<file path="src/rtl/subchannel_router_fifo.sv">
// Routes an input beat stream into per-subchannel FIFOs (round-robin slices or ganged full-width),
// with a drain-before-mode-switch FSM, level reporting and a sticky/saturating error tracker.
module subchannel_router_fifo #(
  parameter int NUM_SUBCHANNELS  = 2,
  parameter int SUBCHANNEL_WIDTH = 40,
  parameter int FIFO_DEPTH       = 8,
  parameter int ERR_CNT_WIDTH    = 8,
  localparam int DATA_WIDTH      = NUM_SUBCHANNELS*SUBCHANNEL_WIDTH,
  localparam int LVL_W           = $clog2(FIFO_DEPTH+1)
) (
  input  logic                             clk,
  input  logic                             rst,
  input  logic                             cfg_ganged,
  input  logic [NUM_SUBCHANNELS-1:0]       cfg_subchannel_en,
  input  logic [DATA_WIDTH-1:0]            data_in,
  input  logic                             data_in_valid,
  output logic                             data_in_ready,
  output logic [DATA_WIDTH-1:0]            subch_data_out,
  output logic [NUM_SUBCHANNELS-1:0]       subch_valid,
  input  logic [NUM_SUBCHANNELS-1:0]       subch_ready,
  output logic [NUM_SUBCHANNELS*LVL_W-1:0] fifo_level,
  output logic [NUM_SUBCHANNELS-1:0]       arb_grant,
  output logic                             mode_ganged,
  output logic                             mode_switching,
  input  logic                             err_clr,
  output logic                             error_status,
  output logic [ERR_CNT_WIDTH-1:0]         err_count
);
  localparam int N     = NUM_SUBCHANNELS;
  localparam int SW    = SUBCHANNEL_WIDTH;
  localparam int PTR_W = $clog2(FIFO_DEPTH);
  localparam int IDX_W = $clog2(NUM_SUBCHANNELS);
  localparam logic [LVL_W-1:0] FULL_LVL = LVL_W'(FIFO_DEPTH);

  typedef enum logic {RUN = 1'b0, DRAIN = 1'b1} state_t;
  state_t state, state_nxt;

  logic [SW-1:0]    mem    [N][FIFO_DEPTH];
  logic [PTR_W-1:0] wr_ptr [N];
  logic [PTR_W-1:0] rd_ptr [N];
  logic [LVL_W-1:0] level  [N];
  logic [N-1:0]     full, empty, eligible, push, pop;
  logic             all_empty, any_full, err_evt, found_hi;
  logic [IDX_W-1:0] last, grant_idx, hi_idx, lo_idx;

  always_comb begin
    full           = '0;
    empty          = '0;
    eligible       = '0;
    pop            = '0;
    subch_valid    = '0;
    subch_data_out = '0;
    fifo_level     = '0;
    for (int i = 0; i < N; i++) begin
      full[i]        = (level[i] == FULL_LVL);
      empty[i]       = (level[i] == '0);
      eligible[i]    = cfg_subchannel_en[i] && !full[i];
      subch_valid[i] = !empty[i];
      pop[i]         = !empty[i] && subch_ready[i];
      fifo_level[i*LVL_W +: LVL_W] = level[i];
      // Head is masked while empty so stale storage never leaks onto the bus.
      if (!empty[i]) subch_data_out[i*SW +: SW] = mem[i][rd_ptr[i]];
    end
  end

  assign all_empty      = &empty;
  assign any_full       = |full;
  assign mode_switching = (state == DRAIN);

  // Round-robin: lowest eligible index above last wins, else wrap to lowest eligible overall.
  always_comb begin
    hi_idx   = '0;
    lo_idx   = '0;
    found_hi = 1'b0;
    for (int i = N-1; i >= 0; i--) begin
      if (eligible[i]) begin
        if (i > int'(last)) begin
          hi_idx   = IDX_W'(i);
          found_hi = 1'b1;
        end
        lo_idx = IDX_W'(i);
      end
    end
    grant_idx = found_hi ? hi_idx : lo_idx;
  end

  always_comb begin
    state_nxt     = state;
    data_in_ready = 1'b0;
    push          = '0;
    err_evt       = 1'b0;
    case (state)
      DRAIN: if (all_empty) state_nxt = RUN;
      RUN: begin
        if (cfg_ganged != mode_ganged) begin
          state_nxt = DRAIN;
        end else if (!mode_ganged) begin
          if (cfg_subchannel_en == '0) begin
            data_in_ready = 1'b1;
            err_evt       = data_in_valid;
          end else begin
            data_in_ready = |eligible;
            if (data_in_valid && |eligible) push[grant_idx] = 1'b1;
          end
        end else begin
          if (!(&cfg_subchannel_en)) begin
            data_in_ready = 1'b1;
            err_evt       = data_in_valid;
          end else begin
            data_in_ready = !any_full;
            if (data_in_valid && !any_full) push = '1;
          end
        end
      end
      default: state_nxt = DRAIN;
    endcase
  end

  always_ff @(posedge clk) begin
    if (rst) begin
      state        <= DRAIN;
      mode_ganged  <= 1'b0;
      last         <= IDX_W'(N-1);
      arb_grant    <= '0;
      error_status <= 1'b0;
      err_count    <= '0;
      for (int i = 0; i < N; i++) begin
        wr_ptr[i] <= '0;
        rd_ptr[i] <= '0;
        level[i]  <= '0;
      end
    end else begin
      state <= state_nxt;
      if (state == DRAIN && all_empty) mode_ganged <= cfg_ganged;
      if (!mode_ganged && |push) begin
        arb_grant <= push;
        last      <= grant_idx;
      end
      for (int i = 0; i < N; i++) begin
        if (push[i]) wr_ptr[i] <= wr_ptr[i] + PTR_W'(1);
        if (pop[i])  rd_ptr[i] <= rd_ptr[i] + PTR_W'(1);
        case ({push[i], pop[i]})
          2'b10:   level[i] <= level[i] + LVL_W'(1);
          2'b01:   level[i] <= level[i] - LVL_W'(1);
          default: level[i] <= level[i];
        endcase
      end
      // A fresh error arriving with the clear counts as the first error after it.
      if (err_clr) begin
        error_status <= err_evt;
        err_count    <= err_evt ? ERR_CNT_WIDTH'(1) : '0;
      end else if (err_evt) begin
        error_status <= 1'b1;
        if (err_count != '1) err_count <= err_count + ERR_CNT_WIDTH'(1);
      end
    end
  end

  // FIFO storage is data-only and carries no reset.
  always_ff @(posedge clk) begin
    for (int i = 0; i < N; i++) begin
      if (push[i]) mem[i][wr_ptr[i]] <= mode_ganged ? data_in[i*SW +: SW] : data_in[SW-1:0];
    end
  end
endmodule

</file>
<file path="config.mk">
export PLATFORM = sky130hd
export DESIGN_NAME = subchannel_router_fifo
export DESIGN_NICKNAME = d
export VERILOG_FILES = /design/src/rtl/subchannel_router_fifo.sv
export SDC_FILE = /design/constraint.sdc
export NUM_CORES = 1
export LEC_CHECK = 0
export ABC_AREA = 1
export CAP_MARGIN = 10
export CORE_UTILIZATION = 45
export CTS_BUF_LIST = sky130_fd_sc_hd__clkbuf_16
export CTS_CLUSTER_DIAMETER = 200
export DETAILED_ROUTE_END_ITERATION = 7
export PLACE_DENSITY = 0.68
export SETUP_SLACK_MARGIN = 0.2
export SYNTH_ARGS = -nofsm -noshare
export SYNTH_HDL_FRONTEND = slang
export SYNTH_SLANG_ARGS = --single-unit
</file>
<file path="constraint.sdc">
create_clock -name clk -period 5.9 [get_ports clk]
set_input_delay 1.18 -clock clk [delete_from_list [all_inputs] [get_ports clk]]
set_output_delay 1.18 -clock clk [all_outputs]
set_load 0.05 [all_outputs]
</file>
==> results of run 1 <==
-- worst paths after layout --
path                                   start                   endpoint  slack (ps)  depth (start not counted)
setup reg to reg    mode_ganged$_SDFFE_PP0P_      mem[0][478]$_DFFE_PP_        2660                         10
setup / recovery  rd_ptr[0][3]$_SDFFCE_PN0P_         subch_data_out[42]         780                          7
hold reg to reg    arb_grant[1]$_SDFFE_PP0P_  arb_grant[1]$_SDFFE_PP0P_         470                          2
hold / removal     arb_grant[1]$_SDFFE_PP0P_  arb_grant[1]$_SDFFE_PP0P_         470                          2
-- stage by stage --
step,hold slack (ps),utilization [%],setup slack (ps),area (um2)
after global placement,451.9,50.02,1469,30190
after detailed placement,461.0,50.02,1490,30190
after floorplan,438.4,-,775.6,27450
final,468.3,53.55,782.7,32320
after global routing,490.2,53.55,616.9,32320
after CTS,474.8,53.53,838.2,32310
-- routing by layer --
metal | wire length [um] | track usage (%) | vias up
met3 | 5106 | 4.253 | 97
met5 | 82 | 0 | -
met2 | 33850 | 36.86 | 697
li1 | - | - | 8350
met4 | 1712 | 8.252 | 12
met1 | 29510 | 30.09 | 9006
-- cell type report --
type / count / share of cell area [%]
Inverter: 48 / 0.5729
Sequential cell: 674 / 62.19
Clock inverter: 51 / 0.9019
Multi-Input combinational cell: 1358 / 20.60
Clock buffer: 73 / 5.651
Tap cell: 782 / 3.027
Antenna cell: 5 / 0.03871
Timing Repair Buffer: 230 / 7.022
-- report_power, final --
part | leakage (nW) | total [mW] | internal (mW) | switching [mW]
clock | 1.09 | 4.10 | 2.33 | 1.77
sequential | 6.07 | 5.34 | 5.31 | 0.0351
combinational | 3.67 | 2.60 | 0.769 | 1.83
-- flip-flops by register name, summed over array words and instances (netlist names), 2 cells and up --
name	count
wr_ptr	6
err_count	8
rd_ptr	6
mem	640
level	8
arb_grant	2
-- logic make-up after synthesis --
logic type	synth area share (%)
AO/OA/AOI/OAI	10.19
buffers and inverters	2.936
adder cells (fa/ha/maj)	0.5470
XOR/XNOR	0.3191
flip-flops	73.23
AND/OR/NAND/NOR	12.78
-- worst reg2reg max path, cell delays in order (launching register included) --
cell and delay (ps):
sky130_fd_sc_hd__dfxtp_2 330, sky130_fd_sc_hd__buf_4 460, sky130_fd_sc_hd__nor2_1 160, sky130_fd_sc_hd__nor2_4 160, sky130_fd_sc_hd__nand2_2 70, sky130_fd_sc_hd__nor2_4 170, sky130_fd_sc_hd__inv_2 60, sky130_fd_sc_hd__nor2_4 150
sky130_fd_sc_hd__nand2_2 130, sky130_fd_sc_hd__nor2_4 660, sky130_fd_sc_hd__buf_4 540
-- synth_stat cells (all sizes together) --
master  number  area share (%)
a21oi       14            0.28
o31ai        2           0.055
o21bai       1           0.027
o32ai      160             5.1
inv         48            0.66
buf         56             1.1
nor2       691             9.6
xnor2        5            0.16
a31oi        1           0.023
nor3         5           0.091
xor2         5            0.16
o21ai      253             4.6
nand2      184             2.6
a211oi       1           0.027
edfxtp     660              72
or2          3           0.077
nand4        4           0.091
or3          1           0.023
dfxtp       14             1.0
ha          12            0.55
o21a         1           0.027
clkbuf      88             1.2
o211ai       1           0.027
nand3       14            0.29
==> impl_table.tex, run 1 <==
\begin{tabular}{lr}
\hline
Metric & Value \\
\hline
\multicolumn{2}{l}{\textbf{Cells and area}} \\
Most frequent cells in the layout & sky130\_fd\_sc\_hd\_\_nor2\_1, sky130\_fd\_sc\_hd\_\_edfxtp\_1, sky130\_fd\_sc\_hd\_\_o21ai\_0 \\
Leading cell type in the layout, fill and taps excluded & sky130\_fd\_sc\_hd\_\_nor2\_1 \\
Footprint of the flip-flops and latches & $\sim$20,000 um2 \\
Number of nets at the end of the flow & roughly 2.5k \\
Total area of multi-input combinational cells & between 6000 and 7000 um2 \\
Signed area change from the synthesized netlist to the final layout & 17.77\% \\
Filler instances & approximately 5k \\
Share of post-route cells with drive strength above 1 & between 7 and 8\% \\
Number of standard cells in the layout, taps in and fillers out & 3,221 \\
\multicolumn{2}{l}{\textbf{STA}} \\
Final worst path period need & 5117 ps \\
Worst-case headroom to the max-slew limit & between 30 and 40\% \\
Transition time at the pin with the least slew margin & a little over 900 ps \\
Setup clock skew after layout & 13.14 ps \\
Hold violation count in the final report & 0 \\
Number of endpoints failing setup at the final stage & 0 \\
Setup repair after global routing missed its margin & false \\
Number of pins exceeding their max-slew limit in the final report & 0 \\
Maximum clock frequency & roughly 200 MHz \\
Setup TNS & 0 ps \\
Final period util & 86.73\% \\
\multicolumn{2}{l}{\textbf{Setup path}} \\
Maximum net fanout on the critical path & 86 \\
Most frequent cell on the critical path & sky130\_fd\_sc\_hd\_\_nor2\_1 \\
Slowest cell delay on critical path & 930 ps \\
Slowest-stage cell, CP & sky130\_fd\_sc\_hd\_\_clkdlybuf4s50\_1 \\
Sort of element at the end of the critical path & primary output \\
Buffers \& Inverters on Critical Path & 3 \\
Worst Path Required & 4720 ps \\
Element type at the critical path start & flop \\
WP data arrival & slightly below 4000 ps \\
Kind of cell adding the most delay to the critical path & buffers and inverters \\
Cells traversed along the worst timing path & inv\_4 -> buf\_12 -> nor2\_1 -> o32ai\_1 -> o21ai\_0 -> nor2\_1 -> clkdlybuf4s50\_1 \\
Setup CP Type & flop to primary output \\
\multicolumn{2}{l}{\textbf{Routing}} \\
Vias per inst & $\sim$5.6 \\
DRC viols & 0 \\
Via count & $\sim$18k \\
ANT nets after route & 0 \\
Average detailed-routed wire length per instance & 21.81 um \\
Initial DRT Pass Iterations & 5 \\
Iteration-0 DRC count of the detailed router & between 1.5k and 2k \\
Aggregate routed wire length & between 70,000 and 80,000 um \\
\multicolumn{2}{l}{\textbf{GRT}} \\
Aggregate global-route resource usage & between 20\% and 30\% \\
Overflow after GRT & 0 \\
Largest net degree at the start of global routing & approximately 160 \\
Vias in the first global route & approximately 18k \\
First-pass GRT wire length & $\sim$110,000 um \\
Number of antenna violations at the first check in global routing & 11 \\
\multicolumn{2}{l}{\textbf{Floorplanning}} \\
Number of standard-cell rows in the floorplan & 90 \\
Placeable core area & 60,360 um2 \\
Die span in y & about 250 um \\
Number of ports placed on the die boundary & a little under 200 \\
Area of the die & $\sim$62,000 um2 \\
Initial cell density of the core & 45.47\% \\
Chip Width & 249.0 um \\
\multicolumn{2}{l}{\textbf{Placed design}} \\
Gpl congestion & roughly 0.8 \\
Final HPWL DP & approximately 40,000 um \\
Cell Count Post-Placement & 3,092 \\
Port-buffer cells & 192 \\
\multicolumn{2}{l}{\textbf{Yosys}} \\
Post-Syn Area per Cell & roughly 12 um2 \\
Total nets after synthesis & $\sim$2.3k \\
Sequential area share after synthesis & between 70\% and 80\% \\
Yosys reg bits & around 670 \\
Gate count after technology mapping & approximately 2.2k \\
Yosys warnings & 0 \\
Mapped Area & $\sim$27,000 um2 \\
Yosys cell types & 36 \\
\multicolumn{2}{l}{\textbf{Clock tree}} \\
Hold buffers post-CTS & 0 \\
Post-CTS setup repair buffer count & 0 \\
Number of clock buffers inserted by TritonCTS & 70 \\
Clock Sinks & slightly below 700 \\
CTS tree & built \\
Number of cells upsized or downsized after cts & 0 \\
Clk pin slew, worst setup/hold paths & 60 ps \\
Cell chosen for the clock root & sky130\_fd\_sc\_hd\_\_clkbuf\_16 \\
Maximum clock insertion buffer count & 3 \\
Worst skew pair latency & approximately 600 ps \\
H-Tree Level Count & 3 \\
\multicolumn{2}{l}{\textbf{Power}} \\
Peak supply drop & 0.2123 mV \\
Total power after layout & around 12 mW \\
Cell leakage power & around 11 nW \\
Cell area power density & between 300 and 400 nW/um2 \\
\multicolumn{2}{l}{\textbf{Flow run}} \\
Max-Cap Viols & 0 \\
\multicolumn{2}{l}{\textbf{Outcome}} \\
Run status & completed \\
\multicolumn{2}{l}{\textbf{Worst hold path}} \\
Worst min-delay path category & flop to flop \\
\hline
\end{tabular}
No activity file was read; power rests on OpenSTA's default activity.
==> inputs of run 2 (changes only) <==
- SETUP_SLACK_MARGIN: 0.2 -> 0.05
==> results of run 2 <==
Same layout as run 1: the final DEF is identical, and so are final timing and power.
==> inputs of run 3 (changes only) <==
- PLACE_DENSITY: 0.68 -> 0.7
- clock period: 5.9 -> 4.4 ns (I/O delays scaled with it)
==> run 3 against run 2 <==
Compared with the run above:
- non-clock buffer count increased by 7
- worst hold slack improved by 26 ps
- via count up 0.43%
- core utilization grew 0.29 points
- cell count stayed put
==> impl_table.tex, run 3 (synthesis results as in run 1) <==
\begin{tabular}{lr}
\hline
Metric & Value \\
\hline
\multicolumn{2}{l}{\textbf{Outcome}} \\
Run status & completed (unchanged) \\
\multicolumn{2}{l}{\textbf{Placed design}} \\
Cell Count Post-Placement & 3,099 (was 3,092) \\
Gpl congestion & 0.7939 (was 0.8033) \\
Final HPWL DP & 40,650 um (was 39,890 um) \\
Port-buffer cells & 192 (unchanged) \\
Worst-case setup slack after placement & 831.1 ps (was 1490 ps) \\
\multicolumn{2}{l}{\textbf{Routing}} \\
Aggregate routed wire length & 70,000 um (was 70,270 um) \\
Iteration-0 DRC count of the detailed router & 1,792 (was 1,934) \\
ANT nets after route & 0 (unchanged) \\
Average detailed-routed wire length per instance & 21.73 um (was 21.81 um) \\
DRC viols & 0 (unchanged) \\
Initial DRT Pass Iterations & 5 (unchanged) \\
Vias per inst & 5.663 (was 5.639) \\
Via count & 18.24k (was 18.16k) \\
\multicolumn{2}{l}{\textbf{Cells and area}} \\
Most frequent cells in the layout & sky130\_fd\_sc\_hd\_\_nor2\_1, sky130\_fd\_sc\_hd\_\_edfxtp\_1, sky130\_fd\_sc\_hd\_\_o21ai\_0 (unchanged) \\
Number of standard cells in the layout, taps in and fillers out & 3,221 (unchanged) \\
Number of nets at the end of the flow & 2,491 (was 2,483) \\
Total area of multi-input combinational cells & 6656 um2 (was 6659 um2) \\
Share of post-route cells with drive strength above 1 & 10.78\% (was 7.313\%) \\
Flip-flop count of the largest register after layout & 640 (unchanged) \\
Filler instances & 4,936 (was 4,913) \\
Signed area change from the synthesized netlist to the final layout & 18.40\% (was 17.77\%) \\
Antenna cells & 0 (was 5) \\
Footprint of the flip-flops and latches & 20,100 um2 (unchanged) \\
Leading cell type in the layout, fill and taps excluded & sky130\_fd\_sc\_hd\_\_nor2\_1 (unchanged) \\
\multicolumn{2}{l}{\textbf{Power}} \\
Cell area power density & 501.8 nW/um2 (was 372.4 nW/um2) \\
Peak supply drop & 0.3196 mV (was 0.2123 mV) \\
Cell leakage power & 11.02 nW (was 10.83 nW) \\
\multicolumn{2}{l}{\textbf{GRT}} \\
Vias in the first global route & 18.06k (was 17.78k) \\
First-pass GRT wire length & 106,200 um (was 105,500 um) \\
Number of antenna violations at the first check in global routing & 2 (was 11) \\
Overflow after GRT & 0 (unchanged) \\
Largest net degree at the start of global routing & 163 (unchanged) \\
Aggregate global-route resource usage & 22.49\% (was 22.55\%) \\
\multicolumn{2}{l}{\textbf{Setup path}} \\
Worst reg2reg endpoint & level[1][2]\$\_DFFE\_PP\_ (was mem[0][478]\$\_DFFE\_PP\_) \\
Worst reg2reg path startpoint & level[1][0]\$\_DFFE\_PP\_ (was mode\_ganged\$\_SDFFE\_PP0P\_) \\
Sort of element at the end of the critical path & primary output (unchanged) \\
Cells traversed along the worst timing path & buf\_4 -> nor2\_1 -> o32ai\_1 -> nor2\_1 -> nor2\_1 -> clkdlybuf4s50\_1 (was inv\_4 -> buf\_12 -> nor2\_1 -> o32ai\_1 -> o21ai\_0 -> nor2\_1 -> clkdlybuf4s50\_1) \\
WP data arrival & 3280 ps (was 3940 ps) \\
R2R depth & 13 (was 10) \\
Capturing instance or port of the critical path & subch\_data\_out[24] (was subch\_data\_out[42]) \\
Slowest cell delay on critical path & 850 ps (was 930 ps) \\
Worst Path Required & 3520 ps (was 4720 ps) \\
Maximum net fanout on the critical path & 22 (was 86) \\
Element type at the critical path start & flop (unchanged) \\
Most frequent cell on the critical path & sky130\_fd\_sc\_hd\_\_nor2\_1 (unchanged) \\
Register-to-register setup slack & 1210 ps (was 2660 ps) \\
Setup CP Type & flop to primary output (unchanged) \\
Slowest-stage cell, CP & sky130\_fd\_sc\_hd\_\_edfxtp\_1 (was sky130\_fd\_sc\_hd\_\_clkdlybuf4s50\_1) \\
Worst setup path startpoint & rd\_ptr[0][0]\$\_SDFFCE\_PN0P\_ (was rd\_ptr[0][3]\$\_SDFFCE\_PN0P\_) \\
\multicolumn{2}{l}{\textbf{STA}} \\
Maximum clock frequency & approximately 240 MHz \\
Fin worst setup slack & 242.7 ps (was 782.7 ps) \\
Final worst path period need & 4157 ps \\
Setup TNS & 0 ps (unchanged) \\
Transition time at the pin with the least slew margin & 959.2 ps (was 933.8 ps) \\
Number of endpoints failing setup at the final stage & 0 (unchanged) \\
Setup clock skew after layout & 14.06 ps (was 13.14 ps) \\
Worst-case headroom to the max-slew limit & 35.99\% (was 37.53\%) \\
Final period util & between 90\% and 100\% \\
Hold violation count in the final report & 0 (unchanged) \\
Setup repair after global routing missed its margin & false (unchanged) \\
Number of pins exceeding their max-slew limit in the final report & 0 (unchanged) \\
\multicolumn{2}{l}{\textbf{Floorplanning}} \\
Number of ports placed on the die boundary & 193 (unchanged) \\
Die span in y & 249.0 um (unchanged) \\
Chip Width & 249.0 um (unchanged) \\
Area of the die & 61,980 um2 (unchanged) \\
Placeable core area & 60,360 um2 (unchanged) \\
Number of standard-cell rows in the floorplan & 90 (unchanged) \\
Initial cell density of the core & 45.47\% (unchanged) \\
\multicolumn{2}{l}{\textbf{Clock tree}} \\
Clock Sinks & 674 (unchanged) \\
Hold buffers post-CTS & 0 (unchanged) \\
Maximum clock insertion buffer count & 3 (unchanged) \\
Clk pin slew, worst setup/hold paths & 60 ps (about the same) \\
Number of clock buffers inserted by TritonCTS & 71 (was 70) \\
CTS tree & built (unchanged) \\
Cell chosen for the clock root & sky130\_fd\_sc\_hd\_\_clkbuf\_16 (unchanged) \\
Worst skew pair latency & 590 ps (was 600 ps) \\
H-Tree Level Count & 3 (unchanged) \\
\multicolumn{2}{l}{\textbf{Flow run}} \\
Max-Cap Viols & 0 (unchanged) \\
\multicolumn{2}{l}{\textbf{Worst hold path}} \\
Worst min-delay path category & flop to flop (unchanged) \\
\hline
\end{tabular}
## run 3: how the worst min path moves through the flow
stage	startpoint	depth (start not counted)	slack, ps	endpoint
after detailed placement	arb_grant[1]$_SDFFE_PP0P_	2	480	arb_grant[1]$_SDFFE_PP0P_
after global placement	last$_SDFFE_PP1P_	2	470	last$_SDFFE_PP1P_
final	last$_SDFFE_PP1P_	2	490	last$_SDFFE_PP1P_
after floorplan	last$_SDFFE_PP1P_	2	440	last$_SDFFE_PP1P_
after global routing	arb_grant[0]$_SDFFE_PP0P_	2	530	arb_grant[0]$_SDFFE_PP0P_
after CTS	last$_SDFFE_PP1P_	2	490	last$_SDFFE_PP1P_
## run 3: through the flow
stage                     hold WS [ps]  area [um2]  utilization, %  total power, mW
after CTS                        491.8       32490           53.84            16.40
final                            493.9       32500           53.84            16.31
after floorplan                  438.4       27450               -            9.571
after global placement           472.9       30350           50.29            10.85
after global routing             532.9       32500           53.84            16.86
after detailed placement         479.7       30350           50.29            10.91
## run 3: worst max-delay path: cells and delay by family, from the launching register on
| family | cells | cell delay [ps] |
|---|---|---|
| buffers and inverters | 2 | 1200 |
| DFF | 1 | 850 |
| and+or+nand+nor | 3 | 340 |
| AOI/OAI and AO/OA | 1 | 300 |
## run 3: final cells by class
| class | count | area share [%] |
|---|---|---|
| Timing Repair Buffer | 237 | 7.485 |
| Clock buffer | 73 | 5.621 |
| Clock inverter | 49 | 0.9702 |
| Sequential cell | 674 | 61.85 |
| Tap cell | 782 | 3.011 |
| Inverter | 48 | 0.5775 |
| Multi-Input combinational cell | 1358 | 20.48 |
## run 3: per-layer routing
metal / wire, um / track usage [%] / up-vias
li1: - / - / 8354
met1: 28920 / 29.93 / 9055
met2: 33970 / 37.20 / 730
met3: 5680 / 4.347 / 97
met4: 1416 / 7.258 / 4
met5: 24 / 0 / -
## run 3: report_power, final
part / switching (mW) / internal, mW
Combinational: 2.49 / 1.10
Clock: 2.37 / 3.18
Sequential: 0.0507 / 7.12
Total: 4.91 / 11.4
## run 3: timing repair
| action | in CTS | in global routing |
|---|---|---|
| endpoints found under the setup margin | 0 | 2 |
| buffers inserted | 0 | 0 |
| gates resized for setup | 0 | 1 |
